## src/rtl/midi_note_tracker_if.sv

```systemverilog
// MIDI note tracker bus: receiver byte strobe in, note events and held-key
// status out.
//
// Strobe semantics: MIDI_BYTE is valid while MIDI_RDY is high. The tracker
// has no back-pressure (it is always ready) and consumes exactly one byte per
// rising edge of MIDI_RDY, no matter how long the strobe stays high.
// EVT_VALID/ERR are one-cycle pulses; EVT_ON/EVT_KEY/EVT_VEL hold until the
// next event. GATE/CUR_KEY/CUR_VEL/HELD_CNT are continuous status.
interface midi_note_tracker_if;
  logic       MIDI_RDY;
  logic [7:0] MIDI_BYTE;
  logic       EVT_VALID;
  logic       EVT_ON;
  logic [6:0] EVT_KEY;
  logic [6:0] EVT_VEL;
  logic       GATE;
  logic [6:0] CUR_KEY;
  logic [6:0] CUR_VEL;
  logic [2:0] HELD_CNT;
  logic       ERR;

  modport master (
    output MIDI_RDY, MIDI_BYTE,
    input  EVT_VALID, EVT_ON, EVT_KEY, EVT_VEL, GATE, CUR_KEY, CUR_VEL,
           HELD_CNT, ERR
  );

  modport slave (
    input  MIDI_RDY, MIDI_BYTE,
    output EVT_VALID, EVT_ON, EVT_KEY, EVT_VEL, GATE, CUR_KEY, CUR_VEL,
           HELD_CNT, ERR
  );
endinterface

```

## src/rtl/midi_note_tracker.sv

```systemverilog
// MIDI channel-voice parser with running status, realtime/system filtering,
// channel selection and a 4-deep last-note-priority stack of held keys.
module midi_note_tracker #(
  parameter logic [3:0] CHANNEL = 4'd0,
  parameter bit         OMNI    = 1'b0
) (
  input  logic                      clk500kHz,
  input  logic                      RESET,
  midi_note_tracker_if.slave        bus,
  output logic [1:0]                dbg_state
);

  typedef enum logic [1:0] {
    ST_IDLE = 2'd0,
    ST_D1   = 2'd1,
    ST_D2   = 2'd2
  } state_t;

  state_t     state_q, state_d;
  logic       rdy_q;
  logic       accept;
  logic [7:0] byte_in;
  logic [7:0] status_q, status_d;
  logic [6:0] d1_q, d1_d;

  logic       msg_done;
  logic [6:0] msg_d1, msg_d2;
  logic       err_d;
  logic       match;
  logic       note_on, note_off, all_off;

  logic [6:0] key_q [4];
  logic [6:0] vel_q [4];
  logic [2:0] depth_q;
  logic [6:0] key_d [4];
  logic [6:0] vel_d [4];
  logic [2:0] depth_d;

  logic [6:0] ext_key [5];
  logic [6:0] ext_vel [5];
  logic [6:0] rem_key [4];
  logic [6:0] rem_vel [4];
  logic [2:0] rem_depth;
  logic       found;
  logic [1:0] idx;

  logic       evt_valid_q, evt_on_q, err_q;
  logic [6:0] evt_key_q, evt_vel_q;

  assign byte_in   = bus.MIDI_BYTE;
  assign accept    = bus.MIDI_RDY & ~rdy_q;
  assign dbg_state = state_q;

  // Strobe edge detector; resets high so a strobe already high at reset release is ignored.
  always_ff @(posedge clk500kHz or posedge RESET) begin
    if (RESET) rdy_q <= 1'b1;
    else       rdy_q <= bus.MIDI_RDY;
  end

  // Parser state, running status and first data byte.
  always_ff @(posedge clk500kHz or posedge RESET) begin
    if (RESET) begin
      state_q  <= ST_IDLE;
      status_q <= 8'd0;
      d1_q     <= 7'd0;
    end else begin
      state_q  <= state_d;
      status_q <= status_d;
      d1_q     <= d1_d;
    end
  end

  // Byte classification, next parser state and message completion decode.
  always_comb begin
    state_d  = state_q;
    status_d = status_q;
    d1_d     = d1_q;
    msg_done = 1'b0;
    msg_d1   = 7'd0;
    msg_d2   = 7'd0;
    err_d    = 1'b0;
    if (accept) begin
      if (byte_in >= 8'hF8) begin
        // Realtime: invisible to the parser.
        state_d = state_q;
      end else if (byte_in >= 8'hF0) begin
        // System common / SysEx: cancels running status, payload is dropped.
        status_d = 8'd0;
        state_d  = ST_IDLE;
      end else if (byte_in[7]) begin
        status_d = byte_in;
        state_d  = ST_D1;
      end else begin
        case (state_q)
          ST_IDLE: err_d = 1'b1;
          ST_D1: begin
            d1_d = byte_in[6:0];
            if (status_q[7:4] == 4'hC || status_q[7:4] == 4'hD) begin
              msg_done = 1'b1;
              msg_d1   = byte_in[6:0];
            end else begin
              state_d = ST_D2;
            end
          end
          ST_D2: begin
            msg_done = 1'b1;
            msg_d1   = d1_q;
            msg_d2   = byte_in[6:0];
            state_d  = ST_D1;
          end
          default: state_d = ST_IDLE;
        endcase
      end
    end
  end

  assign match    = OMNI || (status_q[3:0] == CHANNEL);
  assign note_on  = msg_done && match && (status_q[7:4] == 4'h9) && (msg_d2 != 7'd0);
  assign note_off = msg_done && match &&
                    ((status_q[7:4] == 4'h8) || ((status_q[7:4] == 4'h9) && (msg_d2 == 7'd0)));
  assign all_off  = msg_done && match && (status_q[7:4] == 4'hB) && (msg_d1 == 7'h7B);

  // Stack update: locate the key, close the gap it leaves, then push on note-on.
  always_comb begin
    found = 1'b0;
    idx   = 2'd0;
    for (int i = 0; i < 4; i++) begin
      if (!found && (3'(i) < depth_q) && (key_q[i] == msg_d1)) begin
        found = 1'b1;
        idx   = 2'(i);
      end
    end
    for (int i = 0; i < 4; i++) begin
      ext_key[i] = key_q[i];
      ext_vel[i] = vel_q[i];
    end
    ext_key[4] = 7'd0;
    ext_vel[4] = 7'd0;
    for (int i = 0; i < 4; i++) begin
      if (found && (2'(i) >= idx)) begin
        rem_key[i] = ext_key[i+1];
        rem_vel[i] = ext_vel[i+1];
      end else begin
        rem_key[i] = ext_key[i];
        rem_vel[i] = ext_vel[i];
      end
    end
    rem_depth = depth_q - {2'b00, found};

    for (int i = 0; i < 4; i++) begin
      key_d[i] = key_q[i];
      vel_d[i] = vel_q[i];
    end
    depth_d = depth_q;

    if (all_off) begin
      for (int i = 0; i < 4; i++) begin
        key_d[i] = 7'd0;
        vel_d[i] = 7'd0;
      end
      depth_d = 3'd0;
    end else if (note_on) begin
      // A full stack drops its bottom entry because rem[3] is never copied.
      key_d[0] = msg_d1;
      vel_d[0] = msg_d2;
      for (int i = 1; i < 4; i++) begin
        key_d[i] = rem_key[i-1];
        vel_d[i] = rem_vel[i-1];
      end
      depth_d = (rem_depth == 3'd4) ? 3'd4 : rem_depth + 3'd1;
    end else if (note_off) begin
      for (int i = 0; i < 4; i++) begin
        key_d[i] = rem_key[i];
        vel_d[i] = rem_vel[i];
      end
      depth_d = rem_depth;
    end
  end

  // Held-key stack registers.
  always_ff @(posedge clk500kHz or posedge RESET) begin
    if (RESET) begin
      for (int i = 0; i < 4; i++) begin
        key_q[i] <= 7'd0;
        vel_q[i] <= 7'd0;
      end
      depth_q <= 3'd0;
    end else begin
      for (int i = 0; i < 4; i++) begin
        key_q[i] <= key_d[i];
        vel_q[i] <= vel_d[i];
      end
      depth_q <= depth_d;
    end
  end

  // Event and error outputs; pulses last one cycle, event fields hold.
  always_ff @(posedge clk500kHz or posedge RESET) begin
    if (RESET) begin
      evt_valid_q <= 1'b0;
      evt_on_q    <= 1'b0;
      evt_key_q   <= 7'd0;
      evt_vel_q   <= 7'd0;
      err_q       <= 1'b0;
    end else begin
      evt_valid_q <= note_on | note_off;
      err_q       <= err_d;
      if (note_on | note_off) begin
        evt_on_q  <= note_on;
        evt_key_q <= msg_d1;
        evt_vel_q <= note_on ? msg_d2 : 7'd0;
      end
    end
  end

  assign bus.EVT_VALID = evt_valid_q;
  assign bus.EVT_ON    = evt_on_q;
  assign bus.EVT_KEY   = evt_key_q;
  assign bus.EVT_VEL   = evt_vel_q;
  assign bus.ERR       = err_q;
  assign bus.HELD_CNT  = depth_q;
  assign bus.GATE      = (depth_q != 3'd0);
  assign bus.CUR_KEY   = (depth_q != 3'd0) ? key_q[0] : 7'd0;
  assign bus.CUR_VEL   = (depth_q != 3'd0) ? vel_q[0] : 7'd0;

endmodule

```

## src/flat_wrapper.sv

```systemverilog
// flat-port wrapper written by rule: the top's interface ports become plain ports
module midi_note_tracker_flat 
#(
  parameter logic [3:0] CHANNEL = 4'd0,
  parameter bit         OMNI    = 1'b0
)
  (clk500kHz, RESET, dbg_state, bus_MIDI_RDY, bus_MIDI_BYTE, bus_EVT_VALID, bus_EVT_ON, bus_EVT_KEY, bus_EVT_VEL, bus_GATE, bus_CUR_KEY, bus_CUR_VEL, bus_HELD_CNT, bus_ERR);
  midi_note_tracker_if bus_i ();
  input  logic clk500kHz;
  input  logic RESET;
  output logic [1:0] dbg_state;
  input wire logic [$bits(bus_i.MIDI_RDY)-1:0] bus_MIDI_RDY;
  input wire logic [$bits(bus_i.MIDI_BYTE)-1:0] bus_MIDI_BYTE;
  output wire logic [$bits(bus_i.EVT_VALID)-1:0] bus_EVT_VALID;
  output wire logic [$bits(bus_i.EVT_ON)-1:0] bus_EVT_ON;
  output wire logic [$bits(bus_i.EVT_KEY)-1:0] bus_EVT_KEY;
  output wire logic [$bits(bus_i.EVT_VEL)-1:0] bus_EVT_VEL;
  output wire logic [$bits(bus_i.GATE)-1:0] bus_GATE;
  output wire logic [$bits(bus_i.CUR_KEY)-1:0] bus_CUR_KEY;
  output wire logic [$bits(bus_i.CUR_VEL)-1:0] bus_CUR_VEL;
  output wire logic [$bits(bus_i.HELD_CNT)-1:0] bus_HELD_CNT;
  output wire logic [$bits(bus_i.ERR)-1:0] bus_ERR;
  assign bus_i.MIDI_RDY = bus_MIDI_RDY;
  assign bus_i.MIDI_BYTE = bus_MIDI_BYTE;
  assign bus_EVT_VALID = bus_i.EVT_VALID;
  assign bus_EVT_ON = bus_i.EVT_ON;
  assign bus_EVT_KEY = bus_i.EVT_KEY;
  assign bus_EVT_VEL = bus_i.EVT_VEL;
  assign bus_GATE = bus_i.GATE;
  assign bus_CUR_KEY = bus_i.CUR_KEY;
  assign bus_CUR_VEL = bus_i.CUR_VEL;
  assign bus_HELD_CNT = bus_i.HELD_CNT;
  assign bus_ERR = bus_i.ERR;
  midi_note_tracker #(.CHANNEL(CHANNEL), .OMNI(OMNI)) u_core (.clk500kHz(clk500kHz), .RESET(RESET), .bus(bus_i), .dbg_state(dbg_state));
endmodule
```

## config.mk

```make
export PLATFORM = sky130hd
export DESIGN_NAME = midi_note_tracker_flat
export DESIGN_NICKNAME = d
export VERILOG_FILES = /design/src/rtl/midi_note_tracker_if.sv /design/src/rtl/midi_note_tracker.sv /design/src/flat_wrapper.sv
export SDC_FILE = /design/constraint.sdc
export NUM_CORES = 1
export LEC_CHECK = 0
export ABC_AREA = 1
export CAP_MARGIN = 25
export CORE_ASPECT_RATIO = 0.7
export CORE_MARGIN = 3
export CORE_UTILIZATION = 30
export DETAILED_ROUTE_END_ITERATION = 10
export GPL_TIMING_DRIVEN = 1
export PLACE_DENSITY = 0.51
export SYNTH_ARGS = -nofsm -noshare
export SYNTH_HDL_FRONTEND = slang
export SYNTH_SLANG_ARGS = --single-unit
```

## constraint.sdc

```tcl
create_clock -name clk500kHz -period 3.1 [get_ports clk500kHz]
set_clock_uncertainty 0.2 [all_clocks]
set_input_delay 0.62 -clock clk500kHz [delete_from_list [all_inputs] [get_ports clk500kHz]]
set_output_delay 0.62 -clock clk500kHz [all_outputs]
set_load 0.02 [all_outputs]
```

* After elaboration in Yosys (flattened, before gate mapping)
Cells that the tools add are included.
Storage, ports and cells: bits in registers 94, input bits 11, output and inout port bits 37, word-level logic and storage cells 141
Operators by class: add/subtract/negate cells 2, magnitude comparators 10, equality and inequality tests 15, multiplexer cells 55, bitwise gates (word level) 6, reductions and logical operators 35
Operators by type and width (count):
- $mux W28 | 6
- $mux W7 | 20
- $eq A7 B7 Y1 | 4
- $eq A4 B4 Y1 const B | 5
- $logic_and A1 B1 Y1 | 18
- $ge A8 B8 Y1 const B | 2
- $mux W8 | 2
- $mux W1 | 15
- $pmux W7 S2 | 1
- $mux W3 | 4
- $mux W2 | 5
- $reduce_bool A3 Y1 | 3
- $eq A7 B7 Y1 const B | 1
- $logic_not A7 Y1 | 1
- $reduce_bool A7 Y1 | 1
- $lt A1 B3 Y1 const A | 2
- $lt A2 B3 Y1 const A | 2
- $pmux W2 S3 | 1
- $reduce_and A5 Y1 | 1
- $ge A1 B2 Y1 const A | 2
- $ge A2 B2 Y1 const A | 2
- $logic_not A4 Y1 | 1
- $ne A4 B3 Y1 const B | 1
- $not A1 Y1 | 4
- 16 further kinds | 19

* Depth between registers and ports, before layout
depth in word-level cells 29, gate-level depth with buffers 24, gate-level depth less buffers 23

* Worst setup path before layout
OpenSTA, ideal clock, no wires.
kind register to register, start register u_core.state_q[0] (netlist: u_core.dbg_state[0]), end register u_core.depth_q[1] (netlist: u_core.bus.HELD_CNT[1]), library setup time 123 ps, arrival 3028 ps, data required time 2777 ps, path slack -251 ps, cell stages (with the launch flop) 21, cells stage by stage dfrtp_1 > inv_1 > ha_1 > nand2_2 > clkinv_2 > nand3_4 > nand2_1 > nand2_1 > clkinv_1 > nand2_2 > nor2_4 > nand2_4 > nand2_8 > inv_4 > buf_6 > nand2_1 > ha_1 > ha_1 > ha_1 > o21ai_1 > o21ai_1
Between the ends: cells in the longest elaborated chain, start to end 26, elaborated cells between the ends (all ways) 54, classes of those cells 2 x add/sub; 8 x eq/ne; 23 x mux; 21 x reduce/logical
RTL lines:
- start, declared | RTL line midi_note_tracker.sv:19 | state_t state_q, state_d;
- start signal, assigned | RTL line midi_note_tracker.sv:67 | state_q <= state_d;
- $eq A2 B2 Y1 / $eq A2 B1 Y1 (equally long branches) | RTL line midi_note_tracker.sv:94 | case (state_q)
- $pmux W7 S2 | RTL line midi_note_tracker.sv:94
- $mux W7 | RTL line midi_note_tracker.sv:90 | end else if (byte_in[7]) begin
- $mux W7 | RTL line midi_note_tracker.sv:86 | end else if (byte_in >= 8'hF0) begin
- $mux W7 | RTL line midi_note_tracker.sv:83 | if (byte_in >= 8'hF8) begin
- $mux W7 | RTL line midi_note_tracker.sv:82 | if (accept) begin
- $eq A7 B7 Y1 | RTL line midi_note_tracker.sv:128 | if (!found && (3'(i) < depth_q) && (key_q[i] == msg_d1)) begin
- $logic_and A1 B1 Y1 | RTL line midi_note_tracker.sv:128
- (+9 left out)
- $logic_not A1 Y1 | RTL line midi_note_tracker.sv:128
- $logic_and A1 B1 Y1 (2 in a row) | RTL line midi_note_tracker.sv:128
- $mux W1 | RTL line midi_note_tracker.sv:128
- $sub A3 B1 Y3 | RTL line midi_note_tracker.sv:148 | rem_depth = depth_q - {2'b00, found};
- $add A3 B1 Y3 / $eq A3 B3 Y1 (equally long branches) | RTL line midi_note_tracker.sv:170 | depth_d = (rem_depth == 3'd4) ? 3'd4 : rem_depth + 3'd1;
- $mux W3 | RTL line midi_note_tracker.sv:170
- $mux W3 | RTL line midi_note_tracker.sv:162 | end else if (note_on) begin
- $mux W3 | RTL line midi_note_tracker.sv:156 | if (all_off) begin
- end signal, assigned | RTL line midi_note_tracker.sv:193 | depth_q <= depth_d;
- end, declared | RTL line midi_note_tracker.sv:34 | logic [2:0] depth_q;
Parallel ways exist; a longest one is shown, timed or not. The select of a mux whose other input is x is not followed. A chain may end at the register's enable or synchronous reset.

* Worst setup path in the final report
start register u_core.state_q[1] (netlist: u_core.dbg_state[1]), end register u_core.depth_q[2] (netlist: u_core.bus.HELD_CNT[2])
The elaborated chain is that of the path after synthesis.

==> results.cfg <==
[worst_setup_path]
regToRegEndpoint = u_core.bus.HELD_CNT[2]
cp-end-kind = register
r2r_setup_slack_ns = 0.004
startpoint_type = register
r2r.worst_path.cells = 22
path_max_fanout = 8
crit-reg2reg-launch = u_core.dbg_state[1]
critical_path_class = reg2reg
cp.required_ns = 3.17
cp_data_arrival_time_ns = 3.17

[route]
routed_via_density = 4.85
vias = 6353
drc = 0
routed_wl_mm = 20.8
ant_nets = 0
drt_iter0_markers = 469
drt-pass1-iter-count = 6
wl_per_cell_um = 15.8

[global_route]
antenna_found_initial = 0
grt_pass1_wl_mm = 33.7
grt_use_total = 0.192
grt_pass1_vias = 6036
overflow = 0
grt_max_degree = 95

[cts]
clk_root_buffer_cell = clkbuf_16
cts_sinks = 94
insertion_delay_ns = 0.36
cts_tree = yes
numCtsBuffers = 9
path_clk_slew_ns = 0.08
cts_max_path_buffers = 2
cts_max_level = 3

[floorplan]
die_width_um = 178
die_h_um = 126
initial_core_util = 0.309
core_area_um2 = 20000
die_area_um2 = 22400
core.rowCount = 43
ios = 48

[finish]
multi_input_area_um2 = 3570
final_common_cell = nand2_1
syn_to_final_growth_pct = 37.0
fill_cells = 2120
nets = 1055
ff_latch_area_um2 = 2360
diodes = 0
finalNonFillerCells = 1311
final_cell_mix = 293 x nand2_1, 120 x nand3_1, 113 x buf_4
drive_above_1_share = 0.250
fin_area_um2 = 8480

[timing]
fin_crit_ns = 3.10
hold_viol_final = 0
tightest_slew_ns = 0.750
max_freq_mhz = 323
timing.final.crit_share = 0.999
setup_viol_count_final = 0
rsz0062_at_grt = yes
drv_slew = 0
timing.hold.ws_ns = 0.275
slew_headroom = 0.497
timing.final.ws_setup_ns = 0.00448

[synth]
ys_ff_latch = 94
yosysSeqAreaShare = 0.380
synthTopCellsByArea = dfrtp_1 38%, nand2_1 19%, nand3_1 10%
synth_top_cell_by_area = dfrtp_1
synth_edf_count = 0
netlist_area_um2 = 6190
synth-main-ff-cell = dfrtp_1
synth_top_area_share = 0.376
ys_warn_count = 0
synthCells = 884
syn-mean-instance-area_um2 = 7.00
async_flop_share = 1.00
synthDistinctLibCells = 41
syn-num-nets = 903

[hold_path]
min_path_type = reg2reg
hold_path_depth = 2
holdCritStartpoint = u_core.ext_vel[13]
hold_path_end = u_core.ext_vel[13]

[power_and_ir_drop]
total_power_mw = 3.45
p_leak_nw = 4.19
p_per_area_nw_per_um2 = 406
ir_drop_mv = 0.225

[placed_design]
dpl_worst_slack_ns = -0.606
portBuffers = 47
post-dp-hpwl_mm = 15.8
gp_congestion = 0.914
place_inst = 1287
place_area_um2 = 7870

[run_status]
run_status = complete, no violations

[job]
max_cap_viol_count = 0
[critical path, stage by stage, from the launching register on]
cell	delay, ns
dfrtp_2	0.38
inv_2	0.06
buf_6	0.12
ha_4	0.27
nand2_4	0.07
nor2_8	0.25
buf_6	0.18
nand3_2	0.07
nand2_2	0.09
inv_4	0.04
nand2_4	0.06
nor2_4	0.04
nand2_4	0.09
nand2_8	0.07
clkinv_8	0.05
nand2_4	0.05
ha_4	0.16
ha_4	0.28
inv_2	0.05
ha_4	0.15
nand4_1	0.08
nand2_1	0.05
o22ai_1	0.13
[metrics by stage]
| stage | utilization | TNS, ns |
|---|---|---|
| 3_5_place_dp | 0.393 | -20.25 |
| 4_1_cts | 0.414 | 0 |
| 3_3_place_gp | 0.393 | -20.23 |
| 2_1_floorplan | - | -0.0489 |
| 6_report | 0.424 | 0 |
| 5_1_grt | 0.424 | -0.237 |
[where the power goes]
| part | internal (mW) | switching, mW |
|---|---|---|
| registers | 1.31 | 0.0581 |
| clock network | 0.633 | 0.534 |
| logic | 0.391 | 0.517 |
| total | 2.34 | 1.11 |
[kinds of logic after synthesis]
group                      Yosys count  share of synthesized area
AOI/OAI and AO/OA                   85                     0.0750
xor gates and xnor gates             4                    0.00566
adders and majority gates            8                     0.0162
buffers and inverters              126                     0.0904
DFF                                 94                      0.380
and+or+nand+nor                    567                      0.432
[cell usage after synthesis (2+ instances only)]
library cell,instances
nor2_2,5
nand3_1,126
nand2_1,309
nand3_4,3
o21ai_0,43
inv_4,2
buf_4,3
nand2_2,23
o22ai_1,17
nand3_2,13
buf_6,5
ha_1,8
nor3_1,10
clkinv_1,10
nand3b_1,3
nand2_4,3
a21oi_1,4
inv_2,7
xor2_1,3
nor2_8,2
dfrtp_1,93
clkbuf_1,9
nor2_4,7
inv_1,75
nor3_2,2
nor2_1,50
nand4_1,7
buf_2,12
o21ai_1,18
[cell type report]
type / count / area share
inverter: 95 / 0.0468
tap: 270 / 0.0399
timing repair buffer: 172 / 0.179
clock buffer: 10 / 0.0270
sequential: 94 / 0.278
clock inverter: 6 / 0.00782
multi-input combinational: 664 / 0.422
[worst max-delay path by stage]
stage,startpoint,end,slack (ns)
6_report,u_core.dbg_state[1],u_core.bus.HELD_CNT[2],0.004
5_1_grt,u_core.dbg_state[1],u_core.bus.HELD_CNT[2],-0.14
4_1_cts,u_core.dbg_state[1],u_core.bus.HELD_CNT[2],0.02
3_5_place_dp,bus_MIDI_RDY,u_core.bus.HELD_CNT[2],-0.61
3_3_place_gp,bus_MIDI_RDY,u_core.bus.HELD_CNT[0],-0.58
2_1_floorplan,bus_MIDI_RDY,u_core.bus.HELD_CNT[2],-0.02
[routing by layer]
layer  vias up  global-route usage  part of all wire
met3        13              0.0476             0.066
met2       184               0.246              0.38
met1      3007               0.316              0.54
met4         0              0.0392            0.0079
li1       3149                   -                 -
met5         -                   0                 0
[registers in the layout, indices dropped and copies added, names as in the netlist, 2 cells and up]
signal,cells
u_core.d1_q,7
u_core.ext_key,28
u_core.bus.EVT_KEY,7
u_core.status_q,8
u_core.bus.EVT_VEL,7
u_core.ext_vel,28
u_core.dbg_state,2
u_core.bus.HELD_CNT,3
[repair_timing]
item                                    4_1_cts  5_1_grt
pin swaps                                    12       20
endpoints found under the setup margin       17       57
hold buffers                                  0        0
setup buffers                                 1       10
gates resized for setup                      37       34
Power figures use the tool's default switching activity.
==> variant 1 (same settings) <==
Make the reset (`RESET`) synchronous in 4 clocked blocks.
--- a/src/rtl/midi_note_tracker.sv
+++ b/src/rtl/midi_note_tracker.sv
@@ -52,13 +52,13 @@
   assign dbg_state = state_q;
 
   // Strobe edge detector; resets high so a strobe already high at reset release is ignored.
-  always_ff @(posedge clk500kHz or posedge RESET) begin
+  always_ff @(posedge clk500kHz) begin
     if (RESET) rdy_q <= 1'b1;
     else       rdy_q <= bus.MIDI_RDY;
   end
 
   // Parser state, running status and first data byte.
-  always_ff @(posedge clk500kHz or posedge RESET) begin
+  always_ff @(posedge clk500kHz) begin
     if (RESET) begin
       state_q  <= ST_IDLE;
       status_q <= 8'd0;
@@ -178,7 +178,7 @@
   end
 
   // Held-key stack registers.
-  always_ff @(posedge clk500kHz or posedge RESET) begin
+  always_ff @(posedge clk500kHz) begin
     if (RESET) begin
       for (int i = 0; i < 4; i++) begin
         key_q[i] <= 7'd0;
@@ -195,7 +195,7 @@
   end
 
   // Event and error outputs; pulses last one cycle, event fields hold.
-  always_ff @(posedge clk500kHz or posedge RESET) begin
+  always_ff @(posedge clk500kHz) begin
     if (RESET) begin
       evt_valid_q <= 1'b0;
       evt_on_q    <= 1'b0;
Formal check against the unedited RTL: differs if RESET is asserted again (counterexample within 4 cycles, from zero or initial values and one cycle with RESET high); with RESET held inactive, the same outputs for 10 cycles.
==> variant 1 against the unedited design <==
- die area is 12% lower
- final area fell by 11%
- routed wire length decreased by 10%
- hold slack worse by 18 ps
- area after synthesis down 12%
- sequential cell count is the same
- final cell count down 8.2%
- critical endpoint is now u_core.bus.HELD_CNT[0]
- critical path type is now in2reg
- sequential share of layout area decreased by 2.6 points
- worst setup slack improved by 160 ps
- highest routed layer unchanged
Power is not compared: it rests on default switching activity, and its combinational part moved more than twofold at a synthesized area within 25%.
==> variant 1: results <==
export IMPL_globalRouteMet3Util_pct=3.95
export IMPL_synth_xor_area_share_pct=1.45
export IMPL_drt_iter0_drc=499
export IMPL_multi_input_area_share_pct=42.5
export IMPL_yosysUniqueCellTypes=34
export IMPL_grt_pass1_wl_um=30500
export IMPL_synthAdderAreaFrac_pct=1.39
export IMPL_synthTopCellsByCount="nand2_1 (235), nand3_1 (134), inv_1 (97)"
export IMPL_worstPathArrival_ps=3020
export IMPL_place_gp_congestion=0.894
export IMPL_async_flop_share_pct=0
export IMPL_wl_met2_um=7280
export IMPL_startpoint="bus_MIDI_RDY"
export IMPL_grt_pass1_vias=5612
export IMPL_dpl_hpwl_um=13700
export IMPL_yosysSeqAreaShare_pct=34.7
export IMPL_layout_drive_gt1_share_pct=20.5
export IMPL_status="complete, no violations"
export IMPL_crit_path_top_delay_cell="dlygate4sd2_1"
export IMPL_inverters=102
export IMPL_first_pass_iters=5
export IMPL_via_per_inst=4.90
export IMPL_grt_total_usage_pct=18.9
export IMPL_met1_length_um=10200
export IMPL_clock_tree_area_fraction_pct=3.83
export IMPL_nNetsFinal=984
export IMPL_n_fill_cell=1837
export IMPL_post_cts_buffers=11
export IMPL_synthTopCellsByArea="dfxtp_1 (35%), nand2_1 (16%), nand3_1 (12%)"
export IMPL_use_met1_pct=29.9
export IMPL_dr_wl_met3_um=907
export IMPL_grt_max_degree=40
export IMPL_critPathMaxFanout=6
export IMPL_buf_share_pct=19.4
export IMPL_worstHoldStart="u_core.vel_q[3][6]"
export IMPL_nNonClkBuffers=154
export IMPL_area_sequential_um2=1890
export IMPL_tightest_slew_ps=447
export IMPL_reg2reg_from="u_core.dbg_state[0]"
export IMPL_cts_resized_gates=23
## variant 1: cell types whose count changed in the layout (fill, tap and decap cells not counted), moves of 26 or more
cell     change
dfrtp_1     -91
nand2_1     -70
dfxtp_1     +92
a21oi_1     +61
buf_4       -26
## variant 1: path summary, 6_finish.rpt
| kind | to | slack [ps] | cells past startpoint |
|---|---|---|---|
| setup reg to reg | u_core.bus.HELD_CNT[0] | 170 | 21 |
| hold / removal | u_core.vel_q[3][6] | 260 | 2 |
| hold reg to reg | u_core.vel_q[3][6] | 260 | 2 |
| setup / recovery | u_core.bus.HELD_CNT[0] | 160 | 22 |
## variant 1: through the flow
step           util [%]  hold slack (ps)  setup slack, ps  cell area, um2  std cells
3_5_place_dp       39.1              247             -559            6810       1166
4_1_cts            41.9              259             9.23            7290       1195
5_1_grt            43.1              279            -39.3            7510       1203
3_3_place_gp       39.1              249             -494            6810       1166
6_report           43.1              257              162            7510       1203
2_1_floorplan         -              239             10.9            5450        840
==> variant 2 (same flow settings) <==
Made on the original files. `OMNI` is set to 1'b0 in 2 places; all go to 1'b1.
--- a/src/rtl/midi_note_tracker.sv
+++ b/src/rtl/midi_note_tracker.sv
@@ -2,7 +2,7 @@
 // channel selection and a 4-deep last-note-priority stack of held keys.
 module midi_note_tracker #(
   parameter logic [3:0] CHANNEL = 4'd0,
-  parameter bit         OMNI    = 1'b0
+  parameter bit         OMNI    = 1'b1
 ) (
   input  logic                      clk500kHz,
   input  logic                      RESET,
--- a/src/flat_wrapper.sv
+++ b/src/flat_wrapper.sv
@@ -2,7 +2,7 @@
 module midi_note_tracker_flat 
 #(
   parameter logic [3:0] CHANNEL = 4'd0,
-  parameter bit         OMNI    = 1'b0
+  parameter bit         OMNI    = 1'b1
 )
   (clk500kHz, RESET, dbg_state, bus_MIDI_RDY, bus_MIDI_BYTE, bus_EVT_VALID, bus_EVT_ON, bus_EVT_KEY, bus_EVT_VEL, bus_GATE, bus_CUR_KEY, bus_CUR_VEL, bus_HELD_CNT, bus_ERR);
   midi_note_tracker_if bus_i ();
Behaviour: not the same (a bounded check fails within 10 cycles, from zero or initial values and one cycle with RESET high).
==> variant 2 against the unedited design <==
- non-clock buffer count decreased by 32
- final area down 13%
- total power up 23%
- worst setup slack better by 5.6 ps
- routed wire length down 17%
- via count shrank 17%
- area after synthesis is 12% lower
- sequential cell count shrank 4
==> variant 2: results <==
export IMPL_wl_per_cell_um=15.6
export IMPL_synthTopCellsByArea="dfrtp_1 (41%), nand2_1 (16%), nand3_1 (11%)"
export IMPL_period_share_pct=99.7
export IMPL_grt_pass1_vias=5029
export IMPL_seq_cells=90
export IMPL_grt_max_degree=46
export IMPL_worstPathArrival_ps=3120
export IMPL_grt_use_met2_pct=23.4
export IMPL_yosysSeqAreaShare_pct=41.5
export IMPL_p_per_area_nw_per_um2=576
export IMPL_holdPathEnd="u_core.ext_vel[7]"
export IMPL_clock_tree_area_fraction_pct=4.15
export IMPL_n_fill_cell=1775
export IMPL_synthTopCellsByCount="nand2_1 (228), nand3_1 (118), dfrtp_1 (89)"
export IMPL_p_leak_nw=3.49
export IMPL_use_met1_pct=28.5
export IMPL_tightest_slew_ps=446
export IMPL_placed_cells=1069
export IMPL_inverters=94
export IMPL_synthAdderAreaFrac_pct=1.84
export IMPL_status="complete, no violations"
export IMPL_power_share_clock_pct=27.0
export IMPL_multi_input_area_um2=2860
export IMPL_synth_compound_area_share_pct=9.35
export IMPL_area_sequential_um2=2260
export IMPL_holdWs_ps=268
export IMPL_p_sw_w=0.00153
export IMPL_synth_xor_area_share_pct=0.967
export IMPL_dpl_hpwl_um=12600
export IMPL_grt_pass1_wl_um=27600
export IMPL_buf_share_pct=17.3
==> variant 2: changes by cell type in the layout (fill, tap and decap cells not counted), sizes merged, moves of 4 or more <==
| cell | unedited run | this run |
|---|---|---|
| mux2 | 0 | 4 |
| o211ai | 1 | 16 |
| nand3 | 142 | 124 |
| dfrtp | 93 | 89 |
| inv | 86 | 93 |
| nor2 | 64 | 49 |
| o22ai | 17 | 5 |
| buf | 125 | 93 |
| nand2 | 336 | 237 |
| clkdlybuf4s50 | 41 | 45 |
| o21ai | 61 | 51 |
| clkinv | 13 | 2 |
| nor3 | 13 | 4 |
| dlygate4sd2 | 6 | 1 |
==> variant 2: repair_timing <==
action / 4_1_cts / 5_1_grt
resized for setup: 22 / 33
setup buffers: 8 / 6
pin swaps: 11 / 21
cloned: 1 / 0
setup endpoints to repair: 48 / 35
hold buffers: 0 / 0
